===== src/rtl/asip_pkg.sv =====
// Shared definitions for the vectorial ASIP register file and its write-back path.
// Holds bank geometry, the address/data types, the write-back payload struct and
// the address-to-scoreboard-bit mapping.
package asip_pkg;

  localparam int unsigned registerSize     = 8;
  localparam int unsigned registerQuantity = 4;
  localparam int unsigned selectionBits    = 2;
  localparam int unsigned vectorSize       = 4;

  localparam int unsigned AddrW    = selectionBits + 1;
  localparam int unsigned DataW    = vectorSize * registerSize;
  localparam int unsigned BusyW    = 2 * registerQuantity;
  localparam int unsigned BusyIdxW = $clog2(BusyW);

  typedef logic [selectionBits:0]                   regAddr_t;
  typedef logic [vectorSize-1:0][registerSize-1:0]  vecData_t;
  typedef logic [BusyIdxW-1:0]                      busyIdx_t;

  // One write-back transaction as presented to the register file.
  typedef struct packed {
    regAddr_t addr;
    vecData_t data;
  } wb_req_t;

  // Vector register i -> bit i, scalar register i -> bit registerQuantity+i.
  function automatic busyIdx_t busyIdx(regAddr_t addr);
    logic [selectionBits-1:0] reg_num;
    reg_num = addr[selectionBits-1:0];
    if (addr[selectionBits]) begin
      return busyIdx_t'(registerQuantity + 32'(reg_num));
    end
    return busyIdx_t'(reg_num);
  endfunction

endpackage


===== src/rtl/rr_arb2.sv =====
// Two-request round-robin arbiter.
//   clk, rst_n : clock, async active-low reset
//   req_i[1:0] : requests (bit 0 = port A, bit 1 = port M)
//   gnt_o_c    : one-hot combinational grant, forced to 0 while in reset
// The priority bit favours A when clear and M when set; it flips to the
// loser after every grant so contention alternates, starting with A.
module rr_arb2 (
  input  logic       clk,
  input  logic       rst_n,
  input  logic [1:0] req_i,
  output logic [1:0] gnt_o_c
);

  logic prio_q, prio_d;

  // Grant selection and priority update.
  always_comb begin
    gnt_o_c = 2'b00;
    prio_d  = prio_q;
    if (rst_n) begin
      if (req_i[0] && (!req_i[1] || !prio_q)) begin
        gnt_o_c = 2'b01;
      end else if (req_i[1]) begin
        gnt_o_c = 2'b10;
      end
    end
    if (gnt_o_c[0]) begin
      prio_d = 1'b1;
    end else if (gnt_o_c[1]) begin
      prio_d = 1'b0;
    end
  end

  always_ff @(posedge clk or negedge rst_n) begin
    if (!rst_n) begin
      prio_q <= 1'b0;
    end else begin
      prio_q <= prio_d;
    end
  end

endmodule


===== src/rtl/regfile_wb_arbiter.sv =====
// Write-back arbiter sharing the register file's single write port between the
// ALU/vector unit (port A) and the memory load unit (port M).
//   clk, reset              : clock, async active-low reset
//   aValid/aReady/aAddr/aData : port A request, grant, address, data
//   mValid/mReady/mAddr/mData : port M request, grant, address, data
//   regWrEnSc, regWrEnVec   : registered bank write enables to regFile
//   regToWrite, dataIn      : registered address/data to regFile
//   rsvValid, rsvAddr       : destination reservation from issue
//   busy                    : registered pending-write flags
// Build option: WB_SCOREBOARD_EN builds the scoreboard; otherwise busy is 0
// and the reservation inputs are ignored.
module regfile_wb_arbiter
  import asip_pkg::*;
(
  input  logic                   clk,
  input  logic                   reset,
  input  logic                   aValid,
  output logic                   aReady,
  input  logic [selectionBits:0] aAddr,
  input  logic [DataW-1:0]       aData,
  input  logic                   mValid,
  output logic                   mReady,
  input  logic [selectionBits:0] mAddr,
  input  logic [DataW-1:0]       mData,
  output logic                   regWrEnSc,
  output logic                   regWrEnVec,
  output logic [selectionBits:0] regToWrite,
  output logic [DataW-1:0]       dataIn,
  input  logic                   rsvValid,
  input  logic [selectionBits:0] rsvAddr,
  output logic [BusyW-1:0]       busy
);

  logic [1:0] gnt_c;
  wb_req_t    req_q, req_d;
  logic       wr_sc_q, wr_sc_d;
  logic       wr_vec_q, wr_vec_d;

  rr_arb2 u_arb (
    .clk     (clk),
    .rst_n   (reset),
    .req_i   ({mValid, aValid}),
    .gnt_o_c (gnt_c)
  );

  assign aReady = gnt_c[0];
  assign mReady = gnt_c[1];

  // Output stage: winner's payload, or hold payload with enables dropped.
  always_comb begin
    req_d    = req_q;
    wr_sc_d  = 1'b0;
    wr_vec_d = 1'b0;
    if (gnt_c[0]) begin
      req_d.addr = aAddr;
      req_d.data = vecData_t'(aData);
    end else if (gnt_c[1]) begin
      req_d.addr = mAddr;
      req_d.data = vecData_t'(mData);
    end
    if (gnt_c != 2'b00) begin
      wr_sc_d  = req_d.addr[selectionBits];
      wr_vec_d = ~req_d.addr[selectionBits];
    end
  end

  always_ff @(posedge clk or negedge reset) begin
    if (!reset) begin
      req_q    <= '0;
      wr_sc_q  <= 1'b0;
      wr_vec_q <= 1'b0;
    end else begin
      req_q    <= req_d;
      wr_sc_q  <= wr_sc_d;
      wr_vec_q <= wr_vec_d;
    end
  end

  assign regWrEnSc  = wr_sc_q;
  assign regWrEnVec = wr_vec_q;
  assign regToWrite = req_q.addr;
  assign dataIn     = req_q.data;

`ifdef WB_SCOREBOARD_EN
  logic [BusyW-1:0] busy_q, busy_d;

  // Strobe clears as regFile captures; a same-cycle reservation wins.
  always_comb begin
    busy_d = busy_q;
    if (wr_sc_q || wr_vec_q) begin
      busy_d[busyIdx(req_q.addr)] = 1'b0;
    end
    if (rsvValid) begin
      busy_d[busyIdx(rsvAddr)] = 1'b1;
    end
  end

  always_ff @(posedge clk or negedge reset) begin
    if (!reset) begin
      busy_q <= '0;
    end else begin
      busy_q <= busy_d;
    end
  end

  assign busy = busy_q;
`else
  logic unused_rsv;
  assign unused_rsv = ^{rsvValid, rsvAddr};
  assign busy       = '0;
`endif

endmodule


===== config.mk =====
export PLATFORM = sky130hd
export DESIGN_NAME = regfile_wb_arbiter
export DESIGN_NICKNAME = d
export VERILOG_FILES = /design/src/rtl/asip_pkg.sv /design/src/rtl/rr_arb2.sv /design/src/rtl/regfile_wb_arbiter.sv
export SDC_FILE = /design/constraint.sdc
export NUM_CORES = 1
export LEC_CHECK = 0
export CELL_PAD_IN_SITES_DETAIL_PLACEMENT = 0
export CELL_PAD_IN_SITES_GLOBAL_PLACEMENT = 1
export CORE_MARGIN = 2
export CORE_UTILIZATION = 40
export DETAILED_ROUTE_END_ITERATION = 12
export DONT_BUFFER_PORTS = 1
export GPL_TIMING_DRIVEN = 0
export PLACE_DENSITY = 0.75
export SYNTH_ARGS = -nofsm -noshare
export SYNTH_HDL_FRONTEND = slang
export SYNTH_SLANG_ARGS = --single-unit

===== constraint.sdc =====
create_clock -name clk -period 2.15 [get_ports clk]
set_clock_uncertainty 0.1 [all_clocks]
set_input_delay 0.43 -clock clk [delete_from_list [all_inputs] [get_ports clk]]
set_output_delay 0.43 -clock clk [all_outputs]
set_load 0.02 [all_outputs]

==> impl_metrics.tcl <==
set metrics [dict create \
    maxCapViolCount 0 \
    hold_class "in -> reg" \
    syn_to_final_growth_pct 13.37 \
    ir_drop_mv 0.5178 \
    status "finished clean" \
    cp_top_family "simple AND/OR/NAND/NOR gates" \
    dr.first_iter.drc_count 78 \
    yosys_warnings 0 \
    routed_wl_um 4185 \
    ant_nets 0 \
    grt-busiest-layer "met2" \
    grt_pass1_vias 1312 \
    vias 1213 \
    p_per_area_mw_per_mm2 957.2 \
    grt_pass1_wl_um 6741 \
    synth_area_per_cell_um2 12.32 \
    grt_antenna_before_repair 0 \
    end_kind "output port" \
    cp_max_fo 10 \
    synth_cell_types 20 \
    max_slew_margin 0.6361 \
    leakage_uw 0.0008952 \
    root_buffer "clkbuf_8" \
    cp-start-kind "register" \
    finalSetupTns_ns 0 \
    critPathMaxStageDelay_ns 0.38 \
    hold_violations 0 \
    place_hpwl_um 3010 \
    io_buffers 0 \
    n_antenna_cell 0 \
    crit_chain "nor2b_1, nor2_2, buf_2" \
    yosysTopAreaCell "dfrtp_1" \
    drc 0 \
    syn-cell-area_mm2 0.001713 \
    syn_inst 139 \
    clkSlewWorstSetupHoldPaths_ns 0.07 \
    gp_congestion 0.8198 \
    clk_latency_ns 0.28 \
    vias_per_cell 5.888 \
    fmax_mhz 514.4 \
    drt_first_pass_iters 4 \
    start_util 0.4221 \
    rsz0062_at_grt "false" \
    coreArea_mm2 0.004058 \
    cp_num_buf_inv 1 \
    period_share 0.9043 \
    use_met2 0.3045 \
    dieArea_mm2 0.004822 \
    cts.sinks 38 \
    cts_tree "built" \
    worst_pin_slew_ns 0.5422 \
    drive_gt1_frac 0.1603 \
    die_h_um 69.44 \
    cp.arrival_ns 1.41 \
    die_w_um 69.44 \
    gr-usage-met3 0.06831 \
    min_period_ns 1.944 \
    required_ns 1.62 \
    clockBufferDepth 2 \
    cts_buffers 5 \
    met1_usage 0.2078 \
    postCtsSetupBuffers 0 \
    ios 125 \
    avgRoutedWirePerCell_um 20.32 \
    yosysSeqAreaShare 0.5551 \
    synthTopCellsByArea "dfrtp_1, a221o_1, and2_1" \
    place_area_mm2 0.001802 \
    cts_max_level 2 \
    grt_overflow_total 0 \
    criticalPathCategory "reg -> out" \
    yosysTopAreaCellShare 0.5551 \
    rrSetupSlack_ns 0.59 \
    fin_area_mm2 0.001942 \
    drv_slew 0 \
    ys_ff_latch 38 \
    grt_max_degree 39 \
    cpMaxStageDelayCell "dfrtp_1" \
    grt_usage 0.1802 \
    core.rowCount 23 \
    setup_viol 0 \
    finalNetCount 233 \
]
## metal layers
| layer | routed length [µm] | up-vias |
|---|---|---|
| li1 | - | 542 |
| met1 | 1587 | 571 |
| met2 | 2126 | 93 |
| met3 | 415 | 7 |
| met4 | 55 | 0 |
| met5 | 0 | - |
## repair_timing
| action | 4_1_cts | 5_1_grt |
|---|---|---|
| hold buffers | 2 | 0 |
| resized for setup | 0 | 0 |
| hold endpoints to repair | 38 | 0 |
## worst register-to-register path, cell delays in order, from the launching register on
cell and delay (ns):
dfrtp_1 0.38, nand2_1 0.09, and3_4 0.19, clkbuf_1 0.25, a221o_1 0.43
## area by class of cell
class,instances,area [µm²]
buffer,18,117.6
clock buffer,8,110.1
fill,373,2116
inverter,1,3.754
multi-input combinational,89,666.9
sequential,38,950.9
tap,50,62.56
timing repair buffer,2,30.03
## per-stage QoR
stage | setup WS (ns) | total power (µW) | cells | utilization | hold WS, ns
4_1_cts | 0.1667 | 1879 | 206 | 0.4786 | 0.1773
3_3_place_gp | 0.3535 | 1276 | 196 | 0.4440 | 0.03523
6_report | 0.2059 | 1859 | 206 | 0.4786 | 0.1833
2_1_floorplan | 0.5775 | 1226 | 146 | - | 0.03441
3_5_place_dp | 0.3545 | 1291 | 196 | 0.4440 | 0.03521
5_1_grt | 0.05861 | 1963 | 206 | 0.4786 | 0.1711
## synth_stat cells
cell type,number
dfrtp_1,38
a221o_1,34
and2_1,34
buf_4,8
buf_2,4
clkbuf_1,4
a21o_1,2
buf_6,2
nand2_1,2
a21oi_1,1
a22o_1,1
and3_4,1
conb_1,1
inv_1,1
nand4_1,1
nor2_2,1
nor2b_1,1
nor3_1,1
o21ai_1,1
o31ai_1,1
## flip-flops by register name, indices dropped and copies added, names as in the netlist
register      count
dataIn           32
regToWrite        3
regWrEnSc         1
regWrEnVec        1
u_arb.prio_q      1
## report_power, final
part / internal [µW] / switching (µW)
sequential: 822 / 204
combinational: 142 / 129
clock: 324 / 239
## worst paths after layout
path                                          startpoint                  endpoint  cells past startpoint
worst max register to register  u_arb.prio_q$_DFFE_PN0P_    dataIn[23]$_DFFE_PN0P_                      4
worst max-delay path            u_arb.prio_q$_DFFE_PN0P_                    mReady                      3
max in group asynchronous                          reset   regToWrite[2]$_DFF_PN0_                      2
worst min register to register  u_arb.prio_q$_DFFE_PN0P_  u_arb.prio_q$_DFFE_PN0P_                      1
worst min-delay path                           mData[14]    dataIn[14]$_DFFE_PN0P_                      1
min in group asynchronous                          reset    dataIn[28]$_DFFE_PN0P_                      2
## layout by cell type, fill, tap and decap left out
| master | synthesis | layout |
|---|---|---|
| conb_1 | 1 | 8 |
| clkbuf_8 | 0 | 8 |
| nand2_1 | 2 | 2 |
| nor2b_1 | 1 | 1 |
| and2_1 | 34 | 34 |
| dlygate4sd3_1 | 0 | 1 |
| nor2_2 | 1 | 1 |
| nand4_1 | 1 | 1 |
| buf_2 | 4 | 4 |
| a21o_1 | 2 | 2 |
| and3_4 | 1 | 1 |
| dfrtp_1 | 38 | 38 |
| a22o_1 | 1 | 1 |
| a21oi_1 | 1 | 1 |
| a221o_1 | 34 | 34 |
| o31ai_1 | 1 | 1 |
| buf_12 | 0 | 1 |
| clkbuf_1 | 4 | 4 |
| nor3_1 | 1 | 1 |
| buf_4 | 8 | 8 |
| inv_1 | 1 | 1 |
| buf_6 | 2 | 2 |
| o21ai_1 | 1 | 1 |
## cell families (layout without fill, tap and decap cells)
group,Yosys count,in the layout,synth area share
simple gates,41,41,0.1490
compound gates,40,40,0.2228
flops,38,38,0.5551
buf+inv,19,29,0.07085
other cells,1,8,0.002189
(Power assumes the default switching activity.)
